`src/rtl/cpu_pkg.sv`:
```
// Shared definitions for the pipelined CPU.
// Holds the default datapath widths, the 4-bit opcode map (including the
// halt opcode), the canonical NOP encoding, the fetch-stage state type and
// a helper that extracts the opcode field from a default-width instruction.
// Ports: none (package).
package cpu_pkg;

  localparam int ADDR_W_DEF  = 16;
  localparam int INSTR_W_DEF = 16;
  localparam int OPC_W       = 4;

  localparam logic [OPC_W-1:0] OP_NOP = 4'h0;
  localparam logic [OPC_W-1:0] OP_ADD = 4'h1;
  localparam logic [OPC_W-1:0] OP_SUB = 4'h2;
  localparam logic [OPC_W-1:0] OP_AND = 4'h3;
  localparam logic [OPC_W-1:0] OP_OR  = 4'h4;
  localparam logic [OPC_W-1:0] OP_LD  = 4'h8;
  localparam logic [OPC_W-1:0] OP_ST  = 4'h9;
  localparam logic [OPC_W-1:0] OP_BEQ = 4'hC;
  localparam logic [OPC_W-1:0] OP_JMP = 4'hD;
  localparam logic [OPC_W-1:0] OP_HLT = 4'hF;

  localparam logic [INSTR_W_DEF-1:0] NOP_INSTR_DEF = 16'h0000;

  // Fetch either runs freely or sits parked on a halt instruction.
  typedef enum logic {
    FETCH_RUN,
    FETCH_HALT
  } fetch_state_e;

  // The opcode always lives in the top OPC_W bits of an instruction.
  function automatic logic [OPC_W-1:0] opcode_of(input logic [INSTR_W_DEF-1:0] instr);
    return instr[INSTR_W_DEF-1 -: OPC_W];
  endfunction

endpackage

```
`src/rtl/ifid_reg.sv`:
```
// Generic pipeline register with a valid bit, sized for IF/ID but written
// so it can be reused between later stages.
// Ports:
//   clk     - clock, all state on rising edge
//   rst     - synchronous active-high reset (payload to FLUSH_VAL, valid 0)
//   load_i  - capture data_i/pc_i and mark the entry valid
//   flush_i - replace payload with FLUSH_VAL and clear valid (pc held)
//   kill_i  - clear valid only, payload held
//   data_i  - instruction payload in
//   pc_i    - associated PC value in
//   data_o  - registered payload
//   pc_o    - registered PC value
//   valid_o - entry holds a live instruction
module ifid_reg #(
  parameter int                 DATA_W    = 16,
  parameter int                 PC_W      = 16,
  parameter logic [DATA_W-1:0]  FLUSH_VAL = '0
) (
  input  logic              clk,
  input  logic              rst,
  input  logic              load_i,
  input  logic              flush_i,
  input  logic              kill_i,
  input  logic [DATA_W-1:0] data_i,
  input  logic [PC_W-1:0]   pc_i,
  output logic [DATA_W-1:0] data_o,
  output logic [PC_W-1:0]   pc_o,
  output logic              valid_o
);

  logic [DATA_W-1:0] data_q;
  logic [PC_W-1:0]   pc_q;
  logic              valid_q;

  // Controls are prioritised flush > kill > load; with none asserted the
  // entry simply holds, which is how an upstream stall is honoured.
  always_ff @(posedge clk) begin
    if (rst) begin
      data_q  <= FLUSH_VAL;
      pc_q    <= '0;
      valid_q <= 1'b0;
    end else if (flush_i) begin
      data_q  <= FLUSH_VAL;
      valid_q <= 1'b0;
    end else if (kill_i) begin
      valid_q <= 1'b0;
    end else if (load_i) begin
      data_q  <= data_i;
      pc_q    <= pc_i;
      valid_q <= 1'b1;
    end
  end

  assign data_o  = data_q;
  assign pc_o    = pc_q;
  assign valid_o = valid_q;

endmodule

```
`src/rtl/fetch_stage.sv`:
```
// Instruction-fetch stage: owns the PC, drives instruction memory, steps
// the PC, takes branch redirects from decode, honours stalls and parks
// itself on a halt instruction until reset.
// Ports:
//   clk, rst      - clock and synchronous active-high reset
//   stall         - decode not ready: hold PC and IF/ID
//   redirect      - taken branch/jump resolved in decode
//   redirect_pc   - target of that redirect
//   imem_addr     - instruction-memory address (always the current PC)
//   imem_rd_en    - instruction-memory read enable
//   imem_instr    - instruction returned combinationally for imem_addr
//   pc            - current PC
//   ifid_instr    - instruction buffered for decode
//   ifid_pc_next  - PC+PC_INC of the buffered instruction
//   ifid_valid    - buffered instruction is live
//   hlt           - halt latched, cleared only by reset
module fetch_stage
  import cpu_pkg::*;
#(
  parameter int                   ADDR_W     = ADDR_W_DEF,
  parameter int                   INSTR_W    = INSTR_W_DEF,
  parameter logic [ADDR_W-1:0]    RESET_PC   = '0,
  parameter int                   PC_INC     = 1,
  parameter logic [OPC_W-1:0]     HLT_OPCODE = OP_HLT,
  parameter logic [INSTR_W-1:0]   NOP_INSTR  = INSTR_W'(NOP_INSTR_DEF)
) (
  input  logic               clk,
  input  logic               rst,
  input  logic               stall,
  input  logic               redirect,
  input  logic [ADDR_W-1:0]  redirect_pc,
  output logic [ADDR_W-1:0]  imem_addr,
  output logic               imem_rd_en,
  input  logic [INSTR_W-1:0] imem_instr,
  output logic [ADDR_W-1:0]  pc,
  output logic [INSTR_W-1:0] ifid_instr,
  output logic [ADDR_W-1:0]  ifid_pc_next,
  output logic               ifid_valid,
  output logic               hlt
);

  logic [ADDR_W-1:0] pc_q;
  fetch_state_e      state_q;

  logic [ADDR_W-1:0] pcPlus;
  logic [OPC_W-1:0]  fetchOp;
  logic              fetchIsHalt;
  logic              doLoad;
  logic              doFlush;
  logic              doKill;

  // Sequential PC; wraps silently at the top of the address space.
  assign pcPlus      = pc_q + ADDR_W'(PC_INC);
  assign fetchOp     = imem_instr[INSTR_W-1 -: OPC_W];
  assign fetchIsHalt = (fetchOp == HLT_OPCODE);

  // IF/ID control decode, priority halt > redirect > stall > normal.
  // A redirect flushes the wrong-path fetch, and because it wins over the
  // normal path a halt opcode on the wrong path can never latch.
  always_comb begin
    doLoad  = 1'b0;
    doFlush = 1'b0;
    doKill  = 1'b0;
    if (state_q == FETCH_HALT) begin
      doKill = 1'b1;
    end else if (redirect) begin
      doFlush = 1'b1;
    end else if (!stall) begin
      doLoad = 1'b1;
    end
  end

  // PC register and run/halt state. On a halt fetch the PC stays on the
  // halt address so the debug view shows where execution stopped.
  always_ff @(posedge clk) begin
    if (rst) begin
      pc_q    <= RESET_PC;
      state_q <= FETCH_RUN;
    end else begin
      case (state_q)
        FETCH_RUN: begin
          if (redirect) begin
            pc_q <= redirect_pc;
          end else if (!stall) begin
            if (fetchIsHalt) begin
              state_q <= FETCH_HALT;
            end else begin
              pc_q <= pcPlus;
            end
          end
        end
        FETCH_HALT: begin
          pc_q    <= pc_q;
          state_q <= FETCH_HALT;
        end
        default: begin
          state_q <= FETCH_RUN;
        end
      endcase
    end
  end

  ifid_reg #(
    .DATA_W    (INSTR_W),
    .PC_W      (ADDR_W),
    .FLUSH_VAL (NOP_INSTR)
  ) u_ifid (
    .clk     (clk),
    .rst     (rst),
    .load_i  (doLoad),
    .flush_i (doFlush),
    .kill_i  (doKill),
    .data_i  (imem_instr),
    .pc_i    (pcPlus),
    .data_o  (ifid_instr),
    .pc_o    (ifid_pc_next),
    .valid_o (ifid_valid)
  );

  // Memory read is suppressed while reset is asserted and once halted.
  assign imem_addr  = pc_q;
  assign imem_rd_en = ~rst & (state_q != FETCH_HALT);
  assign pc         = pc_q;
  assign hlt        = (state_q == FETCH_HALT);

endmodule
```
`config.mk`:
```
export PLATFORM = sky130hd
export DESIGN_NAME = fetch_stage
export DESIGN_NICKNAME = d
export VERILOG_FILES = /design/src/rtl/cpu_pkg.sv /design/src/rtl/ifid_reg.sv /design/src/rtl/fetch_stage.sv
export SDC_FILE = /design/constraint.sdc
export NUM_CORES = 1
export LEC_CHECK = 0
export ABC_AREA = 1
export BUFFER_PORTS_ARGS = -buffer_cell sky130_fd_sc_hd__clkbuf_2
export CAP_MARGIN = 20
export CORE_MARGIN = 2
export CORE_UTILIZATION = 49
export CTS_CLUSTER_DIAMETER = 150
export CTS_CLUSTER_SIZE = 24
export DETAILED_ROUTE_END_ITERATION = 8
export PLACE_DENSITY_LB_ADDON = 0.1
export SLEW_MARGIN = 15
export SYNTH_ARGS = -nofsm -noshare
export SYNTH_HDL_FRONTEND = slang
export SYNTH_HIERARCHICAL = 1
export SYNTH_SLANG_ARGS = --single-unit
```
`constraint.sdc`:
```
create_clock -name clk -period 2 [get_ports clk]
set_input_delay 0.3 -clock clk [delete_from_list [all_inputs] [get_ports clk]]
set_output_delay 0.3 -clock clk [all_outputs]
set_load 0.02 [all_outputs]
```
==> summary.txt <==
Run status
  • Run status: finished, final reports clean

Logic synthesis
  • Ys async rst share: 0
  • Ranking of synthesized cells by area: dfxtp_1, nor2_1, nand2_1
  • Register area share after synthesis: 0.3712
  • Yosys reg bits: 50
  • Number of synthesized flops with an enable pin: 0
  • Post-synthesis cell type count: 30
  • Synthesized area: 2696 µm²
  • Primary FF master, synth: dfxtp_1
  • Count leader, synth: nor2_1
  • Share of the synthesized area in the top cell type: 0.3712
  • Synthesized instance count: about 380
  • Yosys top cell by area: dfxtp_1
  • Synth warn: 6
  • Syn Nets: 420
  • Synthesized area per cell: around 7.0 µm²
  • Top cells by count, synth: nor2_1, nand2_1, dfxtp_1, inv_1, o21ai_0

Finish
  • Syn-to-layout area delta: 18.28%
  • Final net count: between 500 and 600
  • Fill count: ~550
  • Layout cells sized above 1: 0.3082
  • Final core area utilization: 0.5900
  • Diodes inserted: 0

Worst setup path
  • Worst r2r src: imem_addr[0]
  • Worst R2R End: u_ifid/pc_o[10]
  • Crit start category: register
  • CP Max Fanout: 7
  • Crit path DAT: 1.90 ns
  • R2R cell count: 11
  • CP Class: register to register
  • Critical path capture point type: register
  • Flop2flop setup slack: around 0.3 ns
  • Worst endpoint required time: 2.20 ns

Global route
  • Vias in the first global route: 2408
  • Tot GR Track Use: 0.2247
  • GRT Residual Overflow: 0
  • Antenna violations before repair: 0
  • Global-route wire length before repair: 11160 µm
  • Largest net degree at the start of global routing: 33

Timing
  • Final setup margin: 0.3014 ns
  • Worst Skew: about 0.0042 ns
  • Max Slew Vio Count: 0
  • Hold Vio Cnt, Final: 0
  • Slew @ Worst Pin: between 0.5 and 0.6 ns
  • Achievable Freq: a little under 600 MHz
  • Post-layout min period: 1.699 ns
  • Setup-failing EPs final: 0
  • Max_slew headroom: 0.6475
  • Setup TNS: 0 ns
  • Hold_ws: 0.2130 ns
  • Fin crit share: 0.8493
  • RSZ-0062 raised after global routing: false

Run
  • Max-cap violations: 0

Routing
  • DR vias/cell: 4.813
  • DR pass1 iterations: 4
  • Drt wl/cell: between 10 and 15 µm
  • Via Count: between 2000 and 3000
  • Post-Route WL: approximately 6500 µm
  • DRC viols: 0
  • Iter 0 DRT Violations: 144
  • Residual antenna-violating net count after detailed routing: 0

Pwr
  • Sequential Power Share: 0.507
  • Internal power: 1.475 mW
  • Pwr dens: 693.6 nW/µm²
  • Post-route total power: 2.212 mW
  • Comb pwr share: 0.232
  • Pleak: 1.523 nW
  • Max VDD drop: 0.0002859 V
  • Sw frac: 0.3331
  • Clock share of power: 0.261
  • Switching power: 0.7367 mW

Place
  • DP Wirelength: 4824 µm
  • Buffers on Ports: 102
  • Final Wtd Congestion: 0.7995
  • Pre-CTS setup slack: 0.3326 ns

Clock tree
  • Post-CTS sizing: 0
  • CTS buffer count: 5
  • CTS sink cnt: 50
  • Setup bufs post-CTS: 0
  • CTS tree: done
  • H-tree level count: 2
  • Worst-path clk slew: 0.09 ns
  • Clock latency on the worst-skew pair: 0.30 ns
  • CTS Buffer Depth: 2
  • Clock Root Buffer: clkbuf_8
  • Cts hold-fix bufs: 0

Floorplan
  • Die Ht: 78.18 µm
  • Placeable Area: ~5400 µm²
  • Die area: a little over 6000 µm²
  • Placement Rows: 27
  • Starting Density: 0.4988
  • Chip width: 78.18 µm
  • I/O pins: 103

Worst hold path
  • Hold wc startpoint: imem_instr[9]
  • HP Class: input port to register
  • Hold Path Stages: 3
  • Worst Hold Endpoint: u_ifid/data_o[9]
## critical path, stage by stage (launching register included)
cell and delay, ns:
dfxtp_1 0.46, ha_1 0.24, nand3_2 0.16, inv_1 0.11
nand2_2 0.08, nor2_1 0.09, nand2_1 0.07, and2_1 0.16
inv_1 0.05, nand3_1 0.07, nand2_1 0.08, nor2_1 0.04
## power by group through the flow
stage / sequential [mW] / combinational (mW) / clock (mW)
after floorplan: 1.20 / 0.322 / 0
after global placement: 1.14 / 0.512 / 0
after detailed placement: 1.14 / 0.516 / 0
after CTS: 1.12 / 0.517 / 0.594
after global routing: 1.13 / 0.573 / 0.633
final: 1.12 / 0.513 / 0.577
## how the worst max path moves through the flow
| stage | from | slack (ns) | cells after the start | end |
|---|---|---|---|---|
| finish | imem_addr[0] | 0.30 | 11 | u_ifid/pc_o[10] |
| global route | imem_addr[0] | 0.13 | 11 | u_ifid/pc_o[10] |
| CTS | imem_addr[0] | 0.31 | 11 | u_ifid/pc_o[10] |
| detailed placement | imem_addr[0] | 0.33 | 11 | u_ifid/pc_o[10] |
| global placement | imem_addr[0] | 0.39 | 11 | u_ifid/pc_o[10] |
| floorplan | imem_addr[0] | 0.33 | 11 | u_ifid/pc_o[10] |
## metal layers
layer | share of wire | vias to the layer above | GRT usage
met5 | 0 | - | 0
met3 | 0.074 | 7 | 0.03908
met2 | 0.45 | 93 | 0.3733
li1 | - | 1372 | -
met1 | 0.47 | 1108 | 0.2917
met4 | 0.011 | 0 | 0.08596
## stage by stage
stage / instances / area, µm²
final: 536 / 3189
after global routing: 536 / 3189
after CTS: 536 / 3189
after detailed placement: 529 / 3105
after global placement: 529 / 3105
after floorplan: 383 / 2696
## flip-flops by register name (all words and copies together) (netlist names)
name	cells
u_ifid/data_o	16
hlt	1
u_ifid/pc_o	16
u_ifid/valid_o	1
imem_addr	16
## cells by family after synthesis
kind of cell    after synthesis  share of synthesized area
fa+ha+maj                     1                   0.004640
flops                        50                     0.3712
compound gates               78                     0.1564
xor+xnor                      7                    0.03109
simple gates                177                     0.2970
buf+inv                      70                     0.1397
## cell usage in the layout, fill, tap and decap left out, types with 3 or more instances in the layout
cell      netlist  final
clkbuf_2        0    102
nor2_1         65     65
nand2_1        62     62
dfxtp_1        50     50
inv_1          32     32
o21ai_0        32     32
a21oi_1        31     31
nand3_1        22     22
a22oi_1        11     11
nand2_2         8      8
buf_4          21      6
nor2_4          5      5
clkbuf_8        0      5
inv_2           4      4
nor2_2          3      3
nand4_1         3      3
and2_1          3      3
o21ai_1         3      3
## area by class of cell
| class | count | area [µm²] | share of cell area |
|---|---|---|---|
| clock buffer | 5 | 68.82 | 0.02158 |
| tap | 72 | 90.09 | 0.02825 |
| inverter | 36 | 135.1 | 0.04237 |
| sequential | 50 | 1001 | 0.3138 |
| clock inverter | 2 | 15.01 | 0.004708 |
| multi-input combinational | 263 | 1324 | 0.4151 |
| timing repair buffer | 108 | 555.5 | 0.1742 |
Note: power is estimated with default switching activity, not from simulation.
